==> src/rtl/mult_seq_ctrl_pkg.sv <==
// Shared types and constants for the 4x4 pipelined-multiplier sequencer.
// Imported by rr_arb2 and mult_seq_ctrl.
package mult_seq_ctrl_pkg;

  localparam int MULT_DW     = 4;
  localparam int MULT_STAGES = 3;

  typedef logic req_id_t;

  typedef struct packed {
    logic    v;
    req_id_t id;
  } stage_t;

  localparam stage_t STAGE_EMPTY = '{v: 1'b0, id: 1'b0};

endpackage

==> src/rtl/rr_arb2.sv <==
// Two-requester arbiter with a registered round-robin pointer advanced on accept.
// Define MULT_SEQ_CTRL_FIXED_PRIO_EN for fixed priority (requester 0 wins ties).
module rr_arb2
  import mult_seq_ctrl_pkg::*;
(
  input  logic       clk,
  input  logic       rst,
  input  logic [1:0] req,
  input  logic       accept,
  output logic [1:0] gnt,
  output req_id_t    gnt_id
);

`ifdef MULT_SEQ_CTRL_FIXED_PRIO_EN

  logic unused_ok;
  assign unused_ok = ^{clk, rst, accept};

  always_comb begin
    gnt = 2'b00;
    if (req[0])      gnt = 2'b01;
    else if (req[1]) gnt = 2'b10;
  end

`else

  req_id_t prio;

  // NOTE: registered state uses non-blocking assignments so every flop samples
  // pre-edge values; blocking here would create order-dependent simulation.
  always_ff @(posedge clk or negedge rst) begin
    if (!rst)        prio <= 1'b0;
    else if (accept) prio <= ~gnt_id;
  end

  // NOTE: the default assignment first keeps this block free of inferred latches.
  always_comb begin
    gnt = req;
    if (&req) gnt = prio ? 2'b10 : 2'b01;
  end

`endif

  assign gnt_id = gnt[1];

endmodule

==> src/rtl/mult_seq_ctrl.sv <==
// Sequencer/arbiter for the 3-stage 4x4 multiplier: grants one of two requesters,
// drives stage enables, tracks per-stage valid/ID. Option: MULT_SEQ_CTRL_FIXED_PRIO_EN.
module mult_seq_ctrl
  import mult_seq_ctrl_pkg::*;
#(
  parameter int DW = MULT_DW
) (
  input  logic          clk,
  input  logic          rst,
  input  logic          req0_valid,
  output logic          req0_ready,
  input  logic [DW-1:0] req0_a,
  input  logic [DW-1:0] req0_b,
  input  logic          req1_valid,
  output logic          req1_ready,
  input  logic [DW-1:0] req1_a,
  input  logic [DW-1:0] req1_b,
  output logic [DW-1:0] mul_a,
  output logic [DW-1:0] mul_b,
  output logic          mul_in_en,
  output logic          mul_s_en,
  output logic          mul_out_en,
  input  logic [2*DW-1:0] mul_p,
  output logic          res_valid,
  input  logic          res_ready,
  output logic [2*DW-1:0] res_data,
  output logic          res_id,
  output logic          busy
);

  // pipe[0] mirrors the multiplier's input regs, pipe[1] its stage, pipe[2] its output.
  stage_t pipe [MULT_STAGES];

  logic       adv;
  logic       grant_any;
  logic       accept;
  logic [1:0] arb_req;
  logic [1:0] gnt;
  req_id_t    gnt_id;
  logic [DW-1:0] last_a;
  logic [DW-1:0] last_b;

  // Requests are masked while reset is asserted so no ready or load enable escapes.
  assign arb_req = {req1_valid & rst, req0_valid & rst};

  rr_arb2 u_arb (
    .clk    (clk),
    .rst    (rst),
    .req    (arb_req),
    .accept (accept),
    .gnt    (gnt),
    .gnt_id (gnt_id)
  );

  assign adv       = !pipe[MULT_STAGES-1].v | res_ready;
  assign grant_any = |gnt;
  assign accept    = adv & grant_any;

  assign req0_ready = adv & gnt[0];
  assign req1_ready = adv & gnt[1];

  assign mul_in_en  = accept;
  assign mul_s_en   = adv & pipe[0].v;
  assign mul_out_en = adv & pipe[1].v;

  always_comb begin
    mul_a = last_a;
    mul_b = last_b;
    if (gnt[0]) begin
      mul_a = req0_a;
      mul_b = req0_b;
    end else if (gnt[1]) begin
      mul_a = req1_a;
      mul_b = req1_b;
    end
  end

  always_ff @(posedge clk or negedge rst) begin
    if (!rst) begin
      last_a <= '0;
      last_b <= '0;
    end else if (accept) begin
      last_a <= mul_a;
      last_b <= mul_b;
    end
  end

  // The whole pipe shifts together on adv and freezes otherwise.
  always_ff @(posedge clk or negedge rst) begin
    if (!rst) begin
      for (int i = 0; i < MULT_STAGES; i++) pipe[i] <= STAGE_EMPTY;
    end else if (adv) begin
      pipe[0] <= '{v: grant_any, id: gnt_id};
      for (int i = 1; i < MULT_STAGES; i++) pipe[i] <= pipe[i-1];
    end
  end

  assign res_valid = pipe[MULT_STAGES-1].v;
  assign res_id    = pipe[MULT_STAGES-1].id;
  assign res_data  = mul_p;
  assign busy      = pipe[0].v | pipe[1].v | pipe[2].v;

endmodule

==> config.mk <==
export PLATFORM = sky130hd
export DESIGN_NAME = mult_seq_ctrl
export DESIGN_NICKNAME = d
export VERILOG_FILES = /design/src/rtl/mult_seq_ctrl_pkg.sv /design/src/rtl/rr_arb2.sv /design/src/rtl/mult_seq_ctrl.sv
export SDC_FILE = /design/constraint.sdc
export NUM_CORES = 1
export LEC_CHECK = 0
export CORE_ASPECT_RATIO = 0.6
export CORE_MARGIN = 10
export CORE_UTILIZATION = 23
export CTS_BUF_LIST = sky130_fd_sc_hd__clkbuf_8
export DETAILED_ROUTE_END_ITERATION = 12
export SLEW_MARGIN = 20
export SYNTH_ARGS = -nofsm -noshare
export SYNTH_HDL_FRONTEND = slang
export SYNTH_HIERARCHICAL = 1
export SYNTH_SLANG_ARGS = --single-unit
==> constraint.sdc <==
create_clock -name clk -period 6.7 [get_ports clk]
set_input_delay 2.01 -clock clk [delete_from_list [all_inputs] [get_ports clk]]
set_output_delay 2.01 -clock clk [all_outputs]
set_load 0.01 [all_outputs]
==> results of run 1 <==
[routing by layer]
| metal | global-route usage, % | wire length, um |
|---|---|---|
| met5 | 0 | 0 |
| met2 | 12.0 | 1350 |
| met1 | 10.4 | 1420 |
| met3 | 5.27 | 305 |
| met4 | 0.897 | 7 |
[layout make-up]
type / instances / area [sq um]
fillers: 446 / 2770
clock inverters: 1 / 3.75
repair buffers: 42 / 405
clock buffers: 3 / 41.3
flip-flops and latches: 15 / 375
inverters: 2 / 7.51
multi-input cells: 76 / 509
well taps: 60 / 75.1
[worst max path at each step]
| stage | end | depth (start not counted) | slack, ns |
|---|---|---|---|
| 6_report | mul_in_en | 7 | 0.48 |
| 3_3_place_gp | mul_in_en | 7 | 0.60 |
| 4_1_cts | mul_in_en | 7 | 0.46 |
| 5_1_grt | mul_in_en | 7 | 0.33 |
| 3_5_place_dp | mul_in_en | 7 | 0.47 |
| 2_1_floorplan | mul_a[0] | 6 | 1.37 |
[per-stage QoR]
step | cell area, sq um | instances | power, mW
after floorplan | 1020 | 109 | 0.273
after global routing | 1420 | 199 | 0.478
final | 1420 | 199 | 0.445
after detailed placement | 1370 | 195 | 0.376
after CTS | 1420 | 199 | 0.451
after global placement | 1370 | 195 | 0.368
[power by group]
group	internal (mW)	switching (mW)
clock	0.0406	0.0327
combinational	0.126	0.0920
sequential	0.128	0.0261
total	0.294	0.151
[placed cells by master, fill, tap and decap left out, types with 3 or more instances in the layout]
| cell type | netlist | layout |
|---|---|---|
| mux2i_1 | 8 | 8 |
| o21ai_0 | 7 | 7 |
| a41o_1 | 6 | 6 |
| clkbuf_8 | 0 | 3 |
| nor3b_1 | 5 | 5 |
| a221o_1 | 6 | 6 |
| and2_1 | 5 | 5 |
| nand2b_1 | 3 | 3 |
| dfrtp_1 | 15 | 15 |
| nor2_1 | 6 | 6 |
| nand2_1 | 15 | 15 |
| clkdlybuf4s50_1 | 0 | 36 |
| a21oi_1 | 3 | 3 |
| buf_4 | 9 | 6 |
[tightest hold or removal path, cell delays in order, from the launching register on]
cell and delay, ns:
dfrtp_1 0.34, nand2_1 0.05, nand2_1 0.05
[flip-flops by register name, indices dropped and copies added, names as in the netlist]
register,count
u_arb/prio,1
last_a,4
pipe,4
last_b,4
res_id,1
res_valid,1
[synthesized netlist by cell type (all sizes together)]
cell	n	area share [%]
nor2b	2	1.2
nand2	15	5.5
or3	1	0.61
nor2	6	2.2
a21boi	1	0.74
o21ai	7	3.4
a21oi	3	1.5
a22oi	2	1.5
a221o	6	5.9
buf	15	12
a31oi	1	0.61
nand2b	3	1.8
inv	2	0.74
mux2i	8	7.9
a21o	1	0.74
dfrtp	15	37
o2bb2ai	2	1.7
and2	6	3.8
clkbuf	1	0.37
nor3b	6	4.9
a41o	6	5.9
[logic make-up after synthesis]
group           count (synthesis)
flops                          15
buf+inv                        18
simple gates                   39
compound gates                 29
mux                             8
==> summary.txt, run 1 <==
Floorplanning
  – Area of the die: between 7000 and 8000 sq um
  – Die Height: between 70 and 80 um
  – Ports: between 50 and 60
  – Placeable Area: about 4200 sq um
  – Row count: 18
  – DIE WIDTH: 106 um
  – Initial core utilization: 24.3%

Clock tree
  – Post-CTS sizing: 0
  – Post-CTS Hold Buffers: 0
  – CTS root buffer: clkbuf_8
  – Post-CTS Setup Repair Bufs: 0
  – CTS tree: done
  – Clk_lat worst skew: about 0.25 ns
  – Clock Tree Buf Depth: 2
  – Htree depth: 1
  – Clk slew on worst S/H paths: approximately 0.060 ns
  – CTS sink count: 15
  – TritonCTS Buffers: 3

Worst setup path
  – Arrival @ worst endpoint: 4.21 ns
  – CP delay by family, top: buffers and inverters
  – Crit-path most repeated cell: clkdlybuf4s50_1
  – Critical Path Slowest Stage Cell: clkdlybuf4s50_1
  – Reg2Reg Setup Slack: 4.93 ns
  – Crit-path cells: clkdlybuf4s50_1, and2_1, nand2b_1, and2_2, o21ai_0, inv_1, clkdlybuf4s50_1
  – R2r startpoint: u_arb/prio
  – Crit end category: output pin
  – Slowest stage delay, CP: 0.56 ns
  – RR Endpoint: u_arb/prio
  – Worst-path fanout max: 25
  – Reg2reg path depth: 6
  – WP data required: about 4.7 ns
  – CP Launch Type: input port
  – Crit path from: rst
  – Crit path buf inv count: 3
  – Kind of critical path: input port to output pin

STA
  – Worst slew pin tran: between 0.5 and 0.6 ns
  – Min Tclk post-route: ~6.2 ns
  – Min setup slack post-route: 0.478 ns
  – Setup Skew: between 0.006 and 0.007 ns
  – WHS: approximately 0.47 ns
  – Setup tns final: 0 ns
  – Final setup violation count: 0
  – Max Fclk: roughly 160 MHz
  – Slew margin rel.: roughly 65%
  – RSZ-0062 raised after global routing: no
  – Slew Limit Fails: 0
  – Fin crit share: between 90 and 100%
  – Final hold vios: 0

Place
  – Dpl hpwl: approximately 2400 um
  – IO Port Bufs: 36
  – Placer Congestion: 0.741
  – Pre-CTS setup slack: around 0.47 ns

Logic synthesis
  – Synth Area in Simple Gates: between 20 and 25%
  – Mux share of post-synthesis cell area: 7.86%
  – Adder-cell area share of the yosys netlist: 0%
  – Post-synthesis instance total: around 110
  – Mean post-synth cell area: between 9 and 10 sq um
  – Post-synthesis sequential area ratio: a little under two fifths
  – Largest family of logic cells by synthesized area: compound AO/OA/AOI/OAI gates
  – Count of cell types in the netlist: 26
  – Compound-Gate Fraction of Synth Area: between 20% and 30%
  – Synth Register Bits: 15
  – Post-Synthesis Cell Area: 1020 sq um
  – Synth warn: 6
  – Syn_nets: around 140
  – Xor/xnor share of the synthesized area: 0%

Flow run
  – Max-cap violations: 0

Routing
  – Vias: 911
  – Remaining DRCs: 0
  – WL/cell: 15.5 um
  – Vias per cell: about 4.6
  – Drt first pass iters: 4
  – Routed Antenna Nets: 0
  – Routed wire length: 3080 um
  – Starting DRT DRC Count: about 110

Global routing
  – Gr ovfl total: 0
  – Initial antenna violation count: 0
  – All-Layer GR Usage: under 10%
  – Vias in the first global route: 956
  – Largest net degree at the start of global routing: 26
  – First-pass GRT wire length: between 5000 and 6000 um

Power
  – Pwr Density: ~310 nW/um^2
  – Max VDD drop: 0.121 mV
  – Leak: 0.602 nW

Layout
  – Ratio of cells with drive above 1 in the final layout: under 10%
  – Layout area overhead: 39.2%
  – Fin util: 33.8%
  – Final net count: 169
  – Number of antenna diodes: 0

Worst hold path
  – Min-Delay Endpoint: pipe[2]
  – HP Class: flip-flop to flip-flop
  – Worst Min Path Start: pipe[2]
  – Hold Path Stages: 2

Run status
  – Outcome: complete, no violations
No activity file was read; power rests on OpenSTA's default activity.
==> run 2: changes to the inputs <==
Settings changed: CORE_UTILIZATION 23 to 44, GPL_ROUTABILITY_DRIVEN from default to 0, PLACE_DENSITY from default to 0.88.
==> run 2 against run 1 <==
  * Sequential power barely moved
  * Clock power decreased by 1%
  * Highest routed layer unchanged
  * Worst setup slack better by 0.0079 ns
  * Critical endpoint unchanged
==> summary.txt, run 2 (same netlist as run 1, synthesis figures left out) <==
Run status
  – Outcome: complete, no violations

Layout
  – Most common cell after layout, fill and taps aside: clkdlybuf4s50_1
  – Fillcell total: around 190
  – Top Registers: last_a: 4 flops, last_b: 4 flops, pipe: 4 flops
  – Ratio of cells with drive above 1 in the final layout: 7.97%
  – Final std cells w/o fill: around 170
  – Commonest cells after routing, fill and taps aside: clkdlybuf4s50_1 (36), nand2_1 (15), dfrtp_1 (15)
  – Number of antenna diodes: 0
  – Layout area overhead: 34.8%
  – Final net count: approximately 170
  – Multi-input logic area: 509 sq um
  – Storage element area: approximately 380 sq um

STA
  – Worst slew pin tran: between 0.5 and 0.6 ns
  – Setup Skew: roughly 0.0046 ns
  – RSZ-0062 raised after global routing: no
  – Setup tns final: 0 ns
  – Final hold vios: 0
  – Min Tclk post-route: between 6 and 7 ns
  – Slew margin rel.: around two thirds
  – Max Fclk: 161 MHz
  – Fin crit share: 92.7%
  – Final setup violation count: 0
  – Slew Limit Fails: 0

Floorplanning
  – Row count: 13
  – Ports: 53
  – Initial core utilization: 46.7%
  – DIE WIDTH: just over 80 um
  – Placeable Area: about 2200 sq um
  – Area of the die: 4700 sq um
  – Die Height: 57.3 um

Clock tree
  – Post-CTS Setup Repair Bufs: 0
  – CTS sink count: 15
  – Clock Tree Buf Depth: 2
  – CTS tree: done
  – CTS root buffer: clkbuf_8
  – Post-CTS sizing: 0
  – Htree depth: 1
  – TritonCTS Buffers: 3
  – Clk slew on worst S/H paths: about 0.060 ns
  – Clk_lat worst skew: around 0.25 ns
  – Post-CTS Hold Buffers: 0

Worst setup path
  – R2r startpoint: u_arb/prio
  – Crit end category: output pin
  – Reg2reg path depth: 5
  – CP Launch Type: input port
  – Crit path from: rst
  – WP data required: about 4.7 ns
  – Kind of critical path: input port to output pin
  – Worst-path fanout max: 25
  – Arrival @ worst endpoint: 4.20 ns

Global routing
  – All-Layer GR Usage: between 10% and 20%
  – Largest net degree at the start of global routing: 26
  – Vias in the first global route: just over 900
  – Initial antenna violation count: 0
  – First-pass GRT wire length: roughly 4800 um
  – Gr ovfl total: 0

Place
  – IO Port Bufs: 36
  – Dpl hpwl: between 2000 and 2500 um
  – Placed cell count: 164

Routing
  – Starting DRT DRC Count: around 120
  – Drt first pass iters: 4
  – Routed wire length: approximately 2800 um
  – Routed Antenna Nets: 0
  – WL/cell: between 15 and 20 um
  – Remaining DRCs: 0
  – Vias: ~900
  – Vias per cell: 5.48

Power
  – Leak: approximately 0.6 nW
  – Combinational cell fraction of total power: about half
  – Int Power: 0.293 mW
  – Psw: 0.150 mW
  – Tot Pwr: between 0.4 and 0.5 mW
  – Max VDD drop: approximately 0.11 mV
  – Clock Power Share: ~16%
  – Reg power frac: between 30% and 40%
  – Switching Fraction: 33.8%
  – Pwr Density: ~320 nW/um^2

Worst hold path
  – Hold Path Stages: 2
  – HP Class: flip-flop to flip-flop
  – Worst Min Path Start: res_id

Flow run
  – Max-cap violations: 0
[run 2: cell count changes in the layout (fill, tap and decap cells not counted)]
cell,delta
buf_4,-1
[run 2: final cells by class]
cell class              count  share of cell area, %
multi-input cells          76                   37.1
well taps                  30                   2.73
inverters                   2                  0.547
flip-flops and latches     15                   27.3
clock inverters             1                  0.273
clock buffers               3                   3.01
repair buffers             41                   29.0
[run 2: metrics by stage]
stage / setup WS (ns) / area, sq um / utilization [%] / hold slack (ns)
after floorplan: 1.37 / 1020 / - / 0.439
after global placement: 0.590 / 1330 / 60.9 / 0.452
after detailed placement: 0.496 / 1330 / 60.9 / 0.459
after CTS: 0.478 / 1370 / 63.0 / 0.472
after global routing: 0.279 / 1370 / 63.0 / 0.506
final: 0.486 / 1370 / 63.0 / 0.466
[run 2: worst paths after layout]
path | to | slack [ns]
max in group asynchronous | pipe[4] | 4.41
min in group asynchronous | last_a[1] | 2.14
setup reg to reg | last_b[0] | 4.99
setup / recovery | mul_in_en | 0.49
hold reg to reg | res_id | 0.47
hold / removal | res_id | 0.47
[run 2: layer usage]
metal / track usage [%] / share of wire (%) / vias up
met5: 0 / 0 / -
met4: 2.90 / 0.42 / 0
met2: 19.4 / 44 / 40
li1: - / - / 445
met1: 16.2 / 44 / 431
met3: 5.78 / 11 / 5
[run 2: power groups by stage]
stage	Combinational, mW	Clock, mW	Sequential, mW
floorplan	0.123	0	0.150
global placement	0.211	0	0.153
detailed placement	0.217	0	0.155
CTS	0.219	0.0758	0.153
global route	0.236	0.0793	0.160
finish	0.217	0.0723	0.154
[run 2: critical path, cell delays in order]
cell             delay (ns)
clkdlybuf4s50_1        0.47
and2_1                 0.18
nand2b_1               0.08
and2_2                 0.48
o21ai_0                0.27
inv_1                  0.15
clkdlybuf4s50_1        0.55
==> run 3: changes to the inputs <==
Settings changed: CORE_UTILIZATION 44 to 42, CTS_BUF_LIST sky130_fd_sc_hd__clkbuf_8 to default, PLACE_DENSITY 0.88 to 0.85.
==> run 3 against run 2 <==
  * Combinational power about the same
  * Clock skew down 0.0024 ns
  * Cell count unchanged
  * Highest routed layer unchanged
==> summary.txt, run 3 (same netlist as run 1, synthesis figures left out) <==
Floorplanning
  – DIE WIDTH: 83.6 um
  – Row count: 13
  – Initial core utilization: a little under half
  – Die Height: between 50 and 60 um
  – Placeable Area: ~2200 sq um
  – Ports: 53
  – Area of the die: ~5000 sq um

Layout
  – Fin util: approximately 60%
  – Ratio of cells with drive above 1 in the final layout: slightly below 9%
  – Final net count: ~170
  – Number of antenna diodes: 0
  – Most common cell after layout, fill and taps aside: clkdlybuf4s50_1
  – Fillcell total: between 150 and 200
  – Top Registers: last_a: 4 flops, last_b: 4 flops, pipe: 4 flops
  – Final std cells w/o fill: ~170
  – Finished Cell Area: roughly 1400 sq um
  – Commonest cells after routing, fill and taps aside: clkdlybuf4s50_1 (36), nand2_1 (15), dfrtp_1 (15)
  – Layout area overhead: 34.9%

Place
  – Placement Cell Area: between 1000 and 1500 sq um
  – IO Port Bufs: 36
  – Dpl hpwl: roughly 2200 um
  – Placed cell count: roughly 160

Global routing
  – Vias in the first global route: a little under 1000
  – First-pass GRT wire length: 4800 um
  – Largest net degree at the start of global routing: 26
  – Initial antenna violation count: 0
  – Gr ovfl total: 0
  – All-Layer GR Usage: 12.1%

Clock tree
  – Clk slew on worst S/H paths: 0.06 ns
  – Htree depth: 1
  – CTS tree: done
  – CTS sink count: 15
  – Post-CTS Hold Buffers: 0
  – TritonCTS Buffers: 3
  – Clk_lat worst skew: 0.26 ns
  – CTS root buffer: clkbuf_8
  – Post-CTS Setup Repair Bufs: 0
  – Post-CTS sizing: 0
  – Clock Tree Buf Depth: 2

Run status
  – Outcome: complete, no violations

Routing
  – Vias per cell: between 5 and 6
  – Vias: about 900
  – Routed wire length: 2900 um
  – WL/cell: between 15 and 20 um
  – Drt first pass iters: 4
  – Starting DRT DRC Count: between 60 and 70
  – Routed Antenna Nets: 0
  – Remaining DRCs: 0

STA
  – Worst slew pin tran: 0.525 ns
  – RSZ-0062 raised after global routing: no
  – Slew margin rel.: between 60 and 70%
  – Fin crit share: between 90 and 100%
  – Min Tclk post-route: 6.46 ns
  – Final hold vios: 0
  – Max Fclk: 155 MHz
  – Setup tns final: 0 ns
  – Final setup violation count: 0
  – WHS: 0.461 ns
  – Setup Skew: roughly 0.0022 ns
  – Slew Limit Fails: 0

Power
  – Max VDD drop: approximately 0.20 mV
  – Leak: around 0.6 nW
  – Pwr Density: 325 nW/um^2

Worst hold path
  – HP Class: flip-flop to flip-flop

Worst setup path
  – Kind of critical path: input port to output pin
  – Crit-path cells: clkdlybuf4s50_1, and2_1, nand2b_1, and2_2, o21ai_0, inv_1, clkdlybuf4s50_1
  – Slowest stage delay, CP: between 0.5 and 0.6 ns
  – Crit-path most repeated cell: clkdlybuf4s50_1
  – Crit end category: output pin
  – Worst-path fanout max: 25
  – Arrival @ worst endpoint: between 4 and 5 ns
  – CP Launch Type: input port
  – Critical Path Slowest Stage Cell: clkdlybuf4s50_1
  – WP data required: roughly 4.7 ns

Flow run
  – Max-cap violations: 0
==> run 3: cell types whose count changed in the layout (fill, tap and decap cells not counted), sizes merged <==
| cell | change |
|---|---|
| clkinv | +1 |
| inv | -1 |
==> run 3: final cells by class <==
cell class | instances | area [sq um] | share of cell area, %
Timing Repair Buffer | 41 | 398 | 29.0
Sequential cell | 15 | 375 | 27.3
Clock buffer | 3 | 41.3 | 3.01
Multi-Input combinational cell | 76 | 509 | 37.1
Clock inverter | 1 | 5.00 | 0.364
Inverter | 2 | 7.51 | 0.546
Tap cell | 30 | 37.5 | 2.73
==> run 3: per-layer routing <==
layer | share of wire, % | GRT usage [%]
met2 | 44 | 18.7
met5 | 0 | 0
met1 | 42 | 13.4
met4 | 1.2 | 4.75
met3 | 12 | 7.11
==> run 3: final timing paths <==
path	end	slack, ns	start	cells after the start
worst min register to register	res_id	0.46	res_id	2
worst max register to register	u_arb/prio	4.87	u_arb/prio	6
max in group asynchronous	res_valid	4.22	rst	2
worst min-delay path	res_id	0.46	res_id	2
worst max-delay path	mul_in_en	0.24	rst	7
min in group asynchronous	last_b[1]	2.01	rst	1
==> run 3: critical path, delay by kind of cell <==
family,cells,cell delay [ns]
buffers and inverters,3,1.32
and+or+nand+nor,3,0.81
AOI/OAI and AO/OA,1,0.29
==> run 3: per-stage QoR <==
stage          worst slack, ns  power, mW
6_report                 0.242      0.446
2_1_floorplan             1.37      0.273
4_1_cts                  0.258      0.449
3_5_place_dp             0.261      0.372
3_3_place_gp             0.397      0.366
5_1_grt                 0.0581      0.477
==> run 3: power breakdown <==
group | internal, mW | switching (mW) | leakage (nW) | total, mW
clock network | 0.0413 | 0.0343 | 0.0255 | 0.0756
registers | 0.128 | 0.0263 | 0.180 | 0.154
logic | 0.125 | 0.0916 | 0.390 | 0.217
==> edit (config.mk and constraints of run 3) <==
Set the package constant `MULT_DW` to 6 (it was 4).
--- a/src/rtl/mult_seq_ctrl_pkg.sv
+++ b/src/rtl/mult_seq_ctrl_pkg.sv
@@ -3,5 +3,5 @@
 package mult_seq_ctrl_pkg;
 
-  localparam int MULT_DW     = 4;
+  localparam int MULT_DW     = 6;
   localparam int MULT_STAGES = 3;
 
Interface: changed (8 resized); port bits go from 53 to 73. The function was not compared with the original's and may differ.
==> edit against run 3 <==
- combinational power up 36%
- worst hold slack better by 0.021 ns
- design area up 32%
- sequential cell count up 4
- critical endpoint is now mul_a[1]
- die area up 24%
- via count up 35%
- largest power group unchanged
- largest cell class unchanged
- register-to-register slack worse by 0.19 ns
- area after synthesis up 35%
- sequential share of layout area down 1.2 points
- total power up 30%
- worst setup slack better by 0.10 ns
- routed wire length up 40%
==> edit: results (changes against run 3) <==
| Metric | Value |
|---|---|
| Status | completed (unchanged) |
| Delay contributed by the slowest stage of the critical path | 0.59 ns (was 0.57 ns) |
| Hpwl dp | 3160 um (was 2210 um) |
| All-layer global routing usage | 13.1% (was 12.1%) |
| Wire length on met1 | 1660 um (was 1230 um) |
| Sequential element share of the synthesized area | 34.6% (was 36.9%) |
| Power share of the clock group | 14.2% (was 16.9%) |
| Ratio of cells with drive above 1 in the final layout | 7.26% (was 8.70%) |
| Length of the first detailed-routing pass in iterations | 5 (was 4) |
| Pleak | 0.000779 uW (was 0.000596 uW) |
| Count of buffers from port buffering | 48 (was 36) |
| Gate Count Post-Synth | 148 (was 109) |
| Number of signal-net buffers in the layout | 54 (was 41) |
| Reg-to-reg slack, setup | 4.68 ns (was 4.87 ns) |
| Iteration-0 DRC count of the detailed router | 63 (was 69) |
| Clk cell area share | 2.55% (was 3.37%) |
| Avg Inst Size Synth | 9.27 um^2 (was 9.34 um^2) |
| Most instantiated cells after synthesis | 19 x sky130_fd_sc_hd__dfrtp_1, 19 x sky130_fd_sc_hd__nand2_1, 16 x sky130_fd_sc_hd__buf_4 (was 15 x sky130_fd_sc_hd__dfrtp_1, 15 x sky130_fd_sc_hd__nand2_1, 9 x sky130_fd_sc_hd__buf_4) |
| Flip-flop and latch count | 19 (was 15) |
| Multi-input combinational cell count | 100 (was 76) |
| Fin worst setup slack | 0.346 ns (was 0.242 ns) |
| Endpoint arrival time on the critical path | 4.34 ns (was 4.45 ns) |
| Area used by sequential logic in the layout | 475 um^2 (was 375 um^2) |
| Clk slew on worst S/H paths | 0.08 ns (was 0.06 ns) |
| Pin count of the biggest net entering global routing | 31 (was 26) |
| Cell Count Post-Placement | 217 (was 164) |
| Largest registers | last_a (6), last_b (6), pipe (4) (was last_a (4), last_b (4), pipe (4)) |
| Number of filler cells placed in the layout | 250 (was 172) |
| Overall routed net length | 4070 um (was 2900 um) |
| Worst hold slack across all endpoints | 0.483 ns (was 0.461 ns) |
| Slew at the pin closest to its max-slew limit | 0.625 ns (was 0.525 ns) |
| Switching power | 205 uW (was 152 uW) |
| Power, Total | 579 uW (was 446 uW) |
| Power density relative to cell area | 319 nW/um^2 (was 325 nW/um^2) |
| Top cells by area, synth | sky130_fd_sc_hd__dfrtp_1 35%, sky130_fd_sc_hd__mux2i_1 8.8%, sky130_fd_sc_hd__buf_4 8.8% (was sky130_fd_sc_hd__dfrtp_1 37%, sky130_fd_sc_hd__mux2i_1 7.9%, sky130_fd_sc_hd__buf_4 6.6%) |
| Non-clock buffer share | 29.6% (was 29.0%) |
| Met3 wire len | 282 um (was 355 um) |
| Worst ir drop on vdd | 0.175 mV (was 0.196 mV) |
| Vias in the first global route | 1333 (was 963) |
| Multi-input gate share of total cell area | 38.2% (was 37.1%) |
-- edit: cell types whose count changed after synthesis, sizes merged --
| cell | delta |
|---|---|
| and2b | +1 |
| nor2b | -1 |
| a41o | +4 |
| buf | +9 |
| nor3b | +4 |
| a221o | +4 |
| nand2 | +4 |
| dfrtp | +4 |
| o21ai | +4 |
| clkbuf | +2 |
| mux2i | +4 |
-- edit: cells by family (layout without fill, tap and decap cells) --
family | Yosys count | count (layout) | share of synthesized area [%]
buf+inv | 29 | 60 | 15.0
simple gates | 47 | 47 | 18.0
mux | 12 | 12 | 8.75
compound gates | 41 | 41 | 23.6
flops | 19 | 19 | 34.6
-- edit: path summary, 6_finish.rpt --
check	from	endpoint	cells past startpoint
worst max-delay path	rst	mul_a[1]	6
worst min-delay path	pipe[4]	pipe[4]	2
worst max register to register	u_arb/prio	last_b[2]	6
worst min register to register	pipe[4]	pipe[4]	2
max in group asynchronous	rst	last_b[5]	2
min in group asynchronous	rst	u_arb/prio	1
